**config.mk**
```make
export PLATFORM = sky130hd
export DESIGN_NAME = codec_i2s_if
export DESIGN_NICKNAME = d
export VERILOG_FILES = /design/src/rtl/codec_if_pkg.sv /design/src/rtl/codec_if_clkgen.sv /design/src/rtl/codec_i2s_if.sv
export SDC_FILE = /design/constraint.sdc
export NUM_CORES = 1
export LEC_CHECK = 0
export BUFFER_PORTS_ARGS = -buffer_cell sky130_fd_sc_hd__buf_2
export CAP_MARGIN = 20
export CORE_ASPECT_RATIO = 0.6
export CORE_UTILIZATION = 45
export CTS_CLUSTER_DIAMETER = 150
export DETAILED_ROUTE_END_ITERATION = 12
export GPL_TIMING_DRIVEN = 0
export PLACE_DENSITY = 0.67
export SLEW_MARGIN = 20
export SYNTH_ARGS = -nofsm -noshare
export SYNTH_HDL_FRONTEND = slang
export SYNTH_HIERARCHICAL = 1
export SYNTH_SLANG_ARGS = --single-unit
```
**constraint.sdc**
```tcl
create_clock -name clk -period 6.4 [get_ports clk]
set_input_delay 0.64 -clock clk [delete_from_list [all_inputs] [get_ports clk]]
set_output_delay 0.64 -clock clk [all_outputs]
set_load 0.02 [all_outputs]
```
**src/rtl/codec_if_pkg.sv**
```systemverilog
// Shared constants and types for the CS4272 serial interface.
package codec_if_pkg;

  localparam int CNT_W    = 10;
  localparam int SLOT_LEN = 32;

  localparam logic [CNT_W-1:0] CNT_VALID     = 10'h1FF;
  localparam logic [CNT_W-1:0] CNT_WRAP      = 10'h3FF;
  localparam logic [CNT_W-1:0] CNT_PRE_VALID = 10'h1FE;

  localparam logic [3:0] NIB_RISE = 4'b0111;
  localparam logic [3:0] NIB_FALL = 4'b1111;

  typedef enum logic [1:0] {
    SEQ_HOLD = 2'd0,
    SEQ_WARM = 2'd1,
    SEQ_RUN  = 2'd2
  } seq_state_e;

endpackage

```
**src/rtl/codec_if_clkgen.sv**
```systemverilog
// Timebase for the codec interface: free-running frame counter, registered
// codec clocks, and the bit/frame strobes that pace the datapath.
module codec_if_clkgen
  import codec_if_pkg::*;
(
  input  logic             clk,
  input  logic             rst,
  output logic [CNT_W-1:0] cnt,
  output logic             mclk,
  output logic             sclk,
  output logic             lrclk,
  output logic             rise,
  output logic             fall,
  output logic             frame
);

  logic [CNT_W-1:0] cnt_q, cnt_d;
  logic             mclk_q, mclk_d;
  logic             sclk_q, sclk_d;
  logic             lrclk_q, lrclk_d;

  // Clocks are taken from the next count so they line up with cnt_q.
  always_comb begin
    cnt_d   = cnt_q + 10'd1;
    mclk_d  = cnt_d[1];
    sclk_d  = cnt_d[3];
    lrclk_d = cnt_d[CNT_W-1];
  end

  // Counter and clock output registers.
  always_ff @(posedge clk or posedge rst) begin
    if (rst) begin
      cnt_q   <= 10'd0;
      mclk_q  <= 1'b0;
      sclk_q  <= 1'b0;
      lrclk_q <= 1'b0;
    end else begin
      cnt_q   <= cnt_d;
      mclk_q  <= mclk_d;
      sclk_q  <= sclk_d;
      lrclk_q <= lrclk_d;
    end
  end

  assign cnt   = cnt_q;
  assign mclk  = mclk_q;
  assign sclk  = sclk_q;
  assign lrclk = lrclk_q;
  assign rise  = (cnt_q[3:0] == NIB_RISE);
  assign fall  = (cnt_q[3:0] == NIB_FALL);
  assign frame = (cnt_q == CNT_WRAP);

endmodule

```
**src/rtl/codec_i2s_if.sv**
```systemverilog
// CS4272 serial bridge: ADC deserialiser, DAC serialiser and codec reset sequencer.
// Define CODEC_IF_LOOPBACK_EN to transmit the received samples back to the DAC.
module codec_i2s_if
  import codec_if_pkg::*;
#(
  parameter int DATA_W = 16
) (
  input  logic              clk,
  input  logic              rst_n,
  input  logic              SD_out,
  input  logic [DATA_W-1:0] left_out,
  input  logic [DATA_W-1:0] right_out,
  output logic              MCLK,
  output logic              SCLK,
  output logic              LRCLK,
  output logic              RST_n,
  output logic              SD_in,
  output logic [DATA_W-1:0] left_in,
  output logic [DATA_W-1:0] right_in,
  output logic              VALID
);

  localparam int               BIT_W    = $clog2(SLOT_LEN);
  localparam logic [BIT_W-1:0] LAST_BIT = BIT_W'(DATA_W - 1);

  logic [CNT_W-1:0]  cnt_s;
  logic              rise_s, fall_s, frame_s;
  logic [BIT_W-1:0]  bit_pos_s;
  logic [DATA_W-1:0] rx_shift_s, tx_left_src_s, tx_right_src_s;
  logic              pre_valid_s;

  seq_state_e        seq_q, seq_d;
  logic              rst_codec_q, rst_codec_d;
  logic              valid_q, valid_d;
  logic [DATA_W-1:0] rx_q, rx_d;
  logic [DATA_W-1:0] left_hold_q, left_hold_d, right_hold_q, right_hold_d;
  logic [DATA_W-1:0] left_in_q, left_in_d, right_in_q, right_in_d;
  logic [DATA_W-1:0] tx_q, tx_d, tx_buf_q, tx_buf_d;

  // rst_n is active high: it is the system reset, not the codec reset.
  codec_if_clkgen u_clkgen (
    .clk   (clk),
    .rst   (rst_n),
    .cnt   (cnt_s),
    .mclk  (MCLK),
    .sclk  (SCLK),
    .lrclk (LRCLK),
    .rise  (rise_s),
    .fall  (fall_s),
    .frame (frame_s)
  );

  assign bit_pos_s  = cnt_s[BIT_W+3:4];
  assign rx_shift_s = DATA_W'({rx_q, SD_out});
  // Outputs are loaded one clk early so VALID and the new words appear together.
  assign pre_valid_s = (cnt_s == CNT_PRE_VALID) && (seq_q == SEQ_RUN);

`ifdef CODEC_IF_LOOPBACK_EN
  assign tx_left_src_s  = left_hold_q;
  assign tx_right_src_s = right_hold_q;
`else
  assign tx_left_src_s  = left_out;
  assign tx_right_src_s = right_out;
`endif

  // Codec reset sequencer: hold one frame, then warm up one frame before VALID.
  always_comb begin
    seq_d = seq_q;
    case (seq_q)
      SEQ_HOLD: begin
        if (frame_s) seq_d = SEQ_WARM;
        else         seq_d = SEQ_HOLD;
      end
      SEQ_WARM: begin
        if (frame_s) seq_d = SEQ_RUN;
        else         seq_d = SEQ_WARM;
      end
      SEQ_RUN:  seq_d = SEQ_RUN;
      default:  seq_d = SEQ_HOLD;
    endcase
    rst_codec_d = (seq_d != SEQ_HOLD);
  end

  // Receive shifter, per-slot holding registers and the sample outputs.
  always_comb begin
    rx_d         = rx_q;
    left_hold_d  = left_hold_q;
    right_hold_d = right_hold_q;
    if (rise_s && (bit_pos_s <= LAST_BIT)) begin
      rx_d = rx_shift_s;
      if (bit_pos_s == LAST_BIT) begin
        if (cnt_s[CNT_W-1]) left_hold_d  = rx_shift_s;
        else                right_hold_d = rx_shift_s;
      end else begin
        left_hold_d = left_hold_q;
      end
    end else begin
      rx_d = rx_q;
    end

    valid_d = pre_valid_s;
    if (pre_valid_s) begin
      left_in_d  = left_hold_q;
      right_in_d = right_hold_q;
    end else begin
      left_in_d  = left_in_q;
      right_in_d = right_in_q;
    end
  end

  // Transmit shifter: left loads at the end of the right slot, right half a frame later.
  always_comb begin
    tx_d     = tx_q;
    tx_buf_d = tx_buf_q;
    if (cnt_s == CNT_VALID) begin
      tx_d     = tx_left_src_s;
      tx_buf_d = tx_right_src_s;
    end else if (cnt_s == CNT_WRAP) begin
      tx_d = tx_buf_q;
    end else if (fall_s) begin
      tx_d = tx_q << 1'b1;
    end else begin
      tx_d = tx_q;
    end
  end

  // Datapath and sequencer state.
  always_ff @(posedge clk or posedge rst_n) begin
    if (rst_n) begin
      seq_q        <= SEQ_HOLD;
      rst_codec_q  <= 1'b0;
      valid_q      <= 1'b0;
      rx_q         <= '0;
      left_hold_q  <= '0;
      right_hold_q <= '0;
      left_in_q    <= '0;
      right_in_q   <= '0;
      tx_q         <= '0;
      tx_buf_q     <= '0;
    end else begin
      seq_q        <= seq_d;
      rst_codec_q  <= rst_codec_d;
      valid_q      <= valid_d;
      rx_q         <= rx_d;
      left_hold_q  <= left_hold_d;
      right_hold_q <= right_hold_d;
      left_in_q    <= left_in_d;
      right_in_q   <= right_in_d;
      tx_q         <= tx_d;
      tx_buf_q     <= tx_buf_d;
    end
  end

  assign RST_n    = rst_codec_q;
  assign VALID    = valid_q;
  assign SD_in    = tx_q[DATA_W-1];
  assign left_in  = left_in_q;
  assign right_in = right_in_q;

endmodule

```
==> flow_metrics.py, run 1 <==
metrics = {
    "outcome": {
        "outcome": "completed",
    },
    "logic_synthesis": {
        "yosys.area.top_type_share_pct": 59.6,
        "synth-async-reset-ratio_pct": 100,
        "synth-seq-cells": 125,
        "ys_warn_count": 6,
        "synthTopCellsByArea": "dfrtp_1 (60%), mux2_2 (14%), mux2i_1 (9.0%), mux2_4 (8.3%), xnor2_1 (1.2%)",
        "synth_edf_count": 0,
        "yosys-top-cells-count": "dfrtp_1 (125), mux2_2 (65), mux2i_1 (47), mux2_4 (29)",
        "synth_ff_type": "dfrtp_1",
        "synth_largest_area_cell": "dfrtp_1",
        "synth_nets": 367,
        "synth.most_common_cell": "dfrtp_1",
        "yosysSeqAreaShare_pct": 59.6,
        "netlist_area_um2": 5250,
        "yosysUniqueCellTypes": 34,
        "syn_area_per_cell_um2": 15.9,
        "synthCells": 331,
    },
    "die": {
        "die_h_um": 85.7,
        "core-area_um2": 11300,
        "die-area_um2": 12100,
        "placementRows": 30,
        "die_x_um": 141,
        "start_util_pct": 46.3,
        "ios": 73,
    },
    "final_layout": {
        "n_antenna_cell": 0,
        "final_area_um2": 6530,
        "drive_above_1_share_pct": 51.4,
        "layout.nets": 459,
        "n_fill_cell": 928,
        "area_delta_synth_final_pct": 24.2,
        "fin_util_pct": 57.6,
    },
    "sta": {
        "fmax_mhz": 376,
        "slew_headroom_pct": 47.2,
        "tightest_slew_ns": 0.792,
        "final-hold-violation-count": 0,
        "worst_slack_ns": 3.74,
        "drv_slew": 0,
        "clock_skew_ns": 0.00769,
        "rsz0062_at_grt": "no",
        "setup_viol": 0,
        "finalCritPeriodShare_pct": 41.5,
        "fin_tns_setup_ns": 0,
        "period_needed_ns": 2.66,
    },
    "setup_path": {
        "setup.worst_path.class": "flop to flop",
        "start_kind": "flop",
        "endpoint_kind": "flop",
        "crit_required_ns": 6.69,
        "reg2reg_slack_ns": 3.74,
        "cp.arrival_ns": 2.95,
        "critical_path.max_fanout": 10,
    },
    "detailed_routing": {
        "drtAntennaViolNets": 0,
        "drcViolationCount": 0,
        "wl_per_cell_um": 16.0,
        "vias": 2960,
        "vias_per_cell": 4.97,
        "first_pass_iters": 3,
        "routed_wl_mm": 9.53,
        "first_iter_violations": 105,
    },
    "grt": {
        "track_usage_pct": 17.5,
        "antenna_found_initial": 0,
        "grt_pass1_vias": 3035,
        "gr-total-overflow": 0,
        "grt_pass1_wl_mm": 15.8,
        "grt_max_degree": 84,
    },
    "power_and_ir_drop": {
        "power.leakage_nw": 3.34,
        "irDropWorstVdd_uv": 199,
        "p_per_area_nw_per_um2": 297,
    },
    "cts": {
        "ctsResizeCount": 0,
        "cts_made_buffers": 17,
        "clk_latency_ns": 0.41,
        "cts_num_sinks": 125,
        "clockRootBuffer": "clkbuf_16",
        "holdBufCountCts": 0,
        "cts.path.max_buffers": 2,
        "path_clk_slew_ns": 0.06,
        "cts_tree": "done",
        "cts_setup_buffers": 0,
        "htreeDepth": 4,
    },
    "place": {
        "gp_congestion": 0.768,
        "placed_area_um2": 5850,
        "io_buffer_count": 72,
        "hpwl_mm": 6.56,
        "post-place-ws_ns": 3.72,
    },
    "hold_path": {
        "worstHoldPathType": "primary input to asynchronous set/reset pin",
    },
    "flow_run": {
        "drv_cap": 0,
    },
}
==> flip-flops by register name, summed over array words and instances, names as in the netlist <==
| register | cells |
|---|---|
| seq_q | 2 |
| right_in | 16 |
| left_hold_q | 16 |
| VALID | 1 |
| tx_q | 16 |
| left_in | 16 |
| RST_n | 1 |
| u_clkgen/cnt | 10 |
| tx_buf_q | 16 |
| rx_q | 15 |
| right_hold_q | 16 |
==> metrics by stage <==
stage / total power, mW / cells / hold WS [ns]
final: 1.94 / 596 / 0.226
after global routing: 2.00 / 596 / 0.240
after CTS: 1.96 / 596 / 0.225
after detailed placement: 0.855 / 564 / 0.489
after global placement: 0.851 / 563 / 0.471
after floorplan: 0.834 / 331 / 0.455
==> cell usage in the layout (no fill, tap or decap), types with 2 or more instances in the layout <==
master and count:
dfrtp_1 125, bufinv_16 6, nor4_4 2, clkinv_2 2, mux2_2 65, inv_6 2
mux2i_1 47, buf_2 78, xnor2_1 7, mux2_4 29, clkbuf_1 2, clkinv_4 3
buf_4 6, inv_1 6, nand2b_1 3, nand4_1 3, xor2_1 2, clkbuf_16 17
nand3_1 4, and3_2 2, buf_8 3, clkinvlp_4 2
==> layout make-up <==
| type | instances | area (um^2) | area share, % |
|---|---|---|---|
| clock buffers | 18 | 439 | 6.73 |
| inverters | 7 | 31.3 | 0.479 |
| clock inverters | 14 | 240 | 3.68 |
| flip-flops and latches | 125 | 3130 | 47.9 |
| well taps | 160 | 200 | 3.07 |
| multi-input cells | 181 | 1970 | 30.1 |
| repair buffers | 73 | 388 | 5.94 |
| plain buffers | 18 | 131 | 2.01 |
==> logic make-up after synthesis <==
| family | synth area share, % |
|---|---|
| compound gates | 0.190 |
| fa+ha+maj | 0.238 |
| flops | 59.6 |
| xor+xnor | 1.50 |
| simple gates | 4.12 |
| mux | 31.4 |
| buf+inv | 3.00 |
==> routing by layer <==
metal	global-route usage [%]	up-vias	part of all wire, %
met1	25.5	1540	52
met2	23.9	41	43
li1	-	1366	-
met5	0	-	0
met4	8.21	0	1.6
met3	5.19	13	3.8
==> power breakdown <==
part	switching [mW]	internal, mW	leakage, nW
Combinational	0.0233	0.0154	1.32
Sequential	0.00402	0.797	1.69
Clock	0.356	0.742	0.326
==> final timing paths <==
check	from	cells after the start	end
worst max-delay path	u_clkgen/cnt[0]	7	right_hold_q[0]
worst min-delay path	rst_n	2	tx_buf_q[14]
worst max register to register	u_clkgen/cnt[0]	7	right_hold_q[0]
worst min register to register	left_hold_q[15]	1	left_hold_q[15]
max in group asynchronous	rst_n	3	right_in[7]
min in group clk	right_out[4]	2	tx_buf_q[4]
==> critical path: stages (launching register included) <==
cell and delay (ns):
dfrtp_1 0.49, ha_1 0.33, and3b_2 0.24, nand2b_1 0.05, buf_2 0.16, nor3_2 0.51
buf_2 0.38, mux2_2 0.37
Power figures use the tool's default switching activity.
==> inputs of run 2 (changes only) <==
Clock period 6.4 ns to 2.46 ns, I/O delays scaled along.
==> run 2 against run 1 <==
Net effect: sequential share of layout area increased by 0.22 points; wire length increased by 0.55%; sequential cell count unchanged; register-to-register slack got worse by 3.6 ns; design area decreased by 0.38%; critical endpoint is now left_hold_q[15]; sequential power increased to 2.6 times the previous value; final cell count increased by 0.34%; utilization decreased by 0.22 points; first-iteration DRC count increased by 17%; critical path depth increased by 1; setup slack got worse by 3.6 ns.
==> flow_metrics.py, run 2 (synthesis results as in run 1) <==
metrics = {
    "outcome": {
        "outcome": "completed",
    },
    "place": {
        "hpwl_mm": 6.74,
        "post-place-ws_ns": -0.243,
        "dp.cells": 566,
        "io_buffer_count": 72,
        "gp_congestion": 0.785,
        "placed_area_um2": 5880,
    },
    "cts": {
        "cts_tree": "done",
        "path_clk_slew_ns": 0.06,
        "cts_made_buffers": 17,
        "clockRootBuffer": "clkbuf_16",
        "clk_latency_ns": 0.40,
        "htreeDepth": 4,
        "cts_setup_buffers": 0,
        "cts.path.max_buffers": 2,
        "cts_num_sinks": 125,
    },
    "power_and_ir_drop": {
        "p_sw_uw": 950,
        "power.leakage_nw": 3.30,
        "seq_power_share_pct": 44.2,
        "internal_power_mw": 3.76,
        "switching_share_pct": 20.2,
        "irDropWorstVdd_uv": 485,
        "p_comb_share_pct": 2.3,
        "finalPower_mw": 4.71,
        "p_per_area_nw_per_um2": 725,
        "power.share.clock_pct": 53.5,
    },
    "hold_path": {
        "hold_path_end": "tx_buf_q[4]",
        "min_delay_path_depth": 2,
        "hp-start": "right_out[4]",
        "worstHoldPathType": "primary input to flop",
    },
    "setup_path": {
        "reg2reg_from": "u_clkgen/cnt[0]",
        "r2r_end": "left_hold_q[15]",
        "endpoint_kind": "flop",
        "cp_num_buf_inv": 3,
        "cp.arrival_ns": 2.61,
        "crit_required_ns": 2.74,
        "rr_worst_depth": 8,
        "crit_family": "buffers and inverters",
        "crit_chain": "ha_2 -> and3b_2 -> nand2b_1 -> buf_2 -> or3_1 -> buf_2 -> buf_2 -> mux2_1",
        "cp-startpoint": "u_clkgen/cnt[0]",
        "critical_path.max_fanout": 10,
        "crit_top_cell": "buf_2",
        "slowest_stage": "dfrtp_2",
        "setup.worst_path.class": "flop to flop",
        "start_kind": "flop",
        "reg2reg_slack_ns": 0.13,
        "crit_path_max_incr_delay_ns": 0.45,
    },
    "die": {
        "start_util_pct": 46.3,
        "core-area_um2": 11300,
        "ios": 73,
        "die_x_um": 141,
        "placementRows": 30,
        "die_h_um": 85.7,
        "die-area_um2": 12100,
    },
    "detailed_routing": {
        "vias_per_cell": 4.95,
        "routed_wl_mm": 9.59,
        "first_pass_iters": 4,
        "drtAntennaViolNets": 0,
        "first_iter_violations": 123,
        "drcViolationCount": 0,
        "vias": 2962,
        "wl_per_cell_um": 16.0,
    },
    "sta": {
        "fin_tns_setup_ns": 0,
        "final-hold-violation-count": 0,
        "tightest_slew_ns": 0.806,
        "finalCritPeriodShare_pct": 94.7,
        "worst_slack_ns": 0.130,
        "fmax_mhz": 429,
        "rsz0062_at_grt": "no",
        "setup_viol": 0,
        "slew_headroom_pct": 46.2,
        "clock_skew_ns": 0.00570,
        "period_needed_ns": 2.33,
        "drv_slew": 0,
    },
    "grt": {
        "antenna_found_initial": 0,
        "grt_pass1_wl_mm": 16.1,
        "track_usage_pct": 17.8,
        "grt_pass1_vias": 3065,
        "gr-total-overflow": 0,
        "grt_max_degree": 37,
    },
    "final_layout": {
        "layout_common_cells": "dfrtp_1 (123), buf_2 (77), mux2_2 (65), mux2i_1 (47), mux2_4 (29)",
        "mostFrequentLayoutCell": "dfrtp_1",
        "n_antenna_cell": 0,
        "finalNonFillerCells": 598,
        "area_delta_synth_final_pct": 23.7,
        "layout.nets": 461,
        "drive_above_1_share_pct": 51.6,
        "final_area_um2": 6500,
    },
    "flow_run": {
        "drv_cap": 0,
    },
}
-- run 2: changes by cell type in the layout (fill, tap and decap cells not counted), sizes merged --
cell,change
clkbuf,+3
bufinv,-3
dlygate4sd3,+1
clkinvlp,+3
buf,+2
inv,-2
clkinv,-2
-- run 2: worst max path at each step --
stage / endpoint / slack [ns] / cells past startpoint
floorplan: right_hold_q[0] / 0.21 / 7
global placement: right_hold_q[2] / -0.20 / 7
detailed placement: right_hold_q[8] / -0.24 / 7
CTS: left_hold_q[15] / 0.04 / 8
global route: left_hold_q[0] / 0.03 / 8
finish: left_hold_q[15] / 0.13 / 8
-- run 2: power groups by stage --
| stage | Combinational (mW) | Clock [mW] | Sequential, mW |
|---|---|---|---|
| final | 0.107 | 2.52 | 2.08 |
| after global routing | 0.123 | 2.67 | 2.08 |
| after CTS | 0.112 | 2.57 | 2.08 |
| after detailed placement | 0.110 | 0 | 2.12 |
| after global placement | 0.0956 | 0 | 2.12 |
| after floorplan | 0.0530 | 0 | 2.12 |
-- run 2: what timing repair did --
action | 4_1_cts | 5_1_grt
hold buffers | 1 | 0
endpoints found under the hold margin | 33 | 0
setup endpoints to repair | 11 | 30
cloned | 0 | 0
gates resized for setup | 3 | 2
-- run 2: cell type report --
class	instances	area [um^2]
inverter	7	30.0
fill	901	4840
clock buffer	22	464
timing repair buffer	76	430
buffer	17	130
clock inverter	10	139
multi-input combinational	181	1980
tap	160	200
sequential	125	3130
-- run 2: worst register-to-register path: stages, from the launching register on --
cell and delay (ns):
dfrtp_2 0.45, ha_2 0.28, and3b_2 0.21, nand2b_1 0.05
buf_2 0.17, or3_1 0.31, buf_2 0.19, buf_2 0.22
mux2_1 0.33
-- run 2: metrics by stage --
stage | utilization (%) | hold slack, ns
after global placement | 51.3 | 0.270
final | 57.3 | 0.0714
after CTS | 57.4 | 0.0553
after floorplan | - | 0.0862
after global routing | 57.3 | 0.0531
after detailed placement | 51.8 | 0.269
-- run 2: metal layers --
| metal | global-route usage (%) | wire length [um] | share of wire, % | up-vias |
|---|---|---|---|---|
| met1 | 26.0 | 4910 | 51 | 1519 |
| met3 | 6.14 | 408 | 4.3 | 11 |
| li1 | - | - | - | 1379 |
| met4 | 6.65 | 106 | 1.1 | 0 |
| met5 | 0 | 0 | 0 | - |
| met2 | 24.4 | 4160 | 43 | 53 |
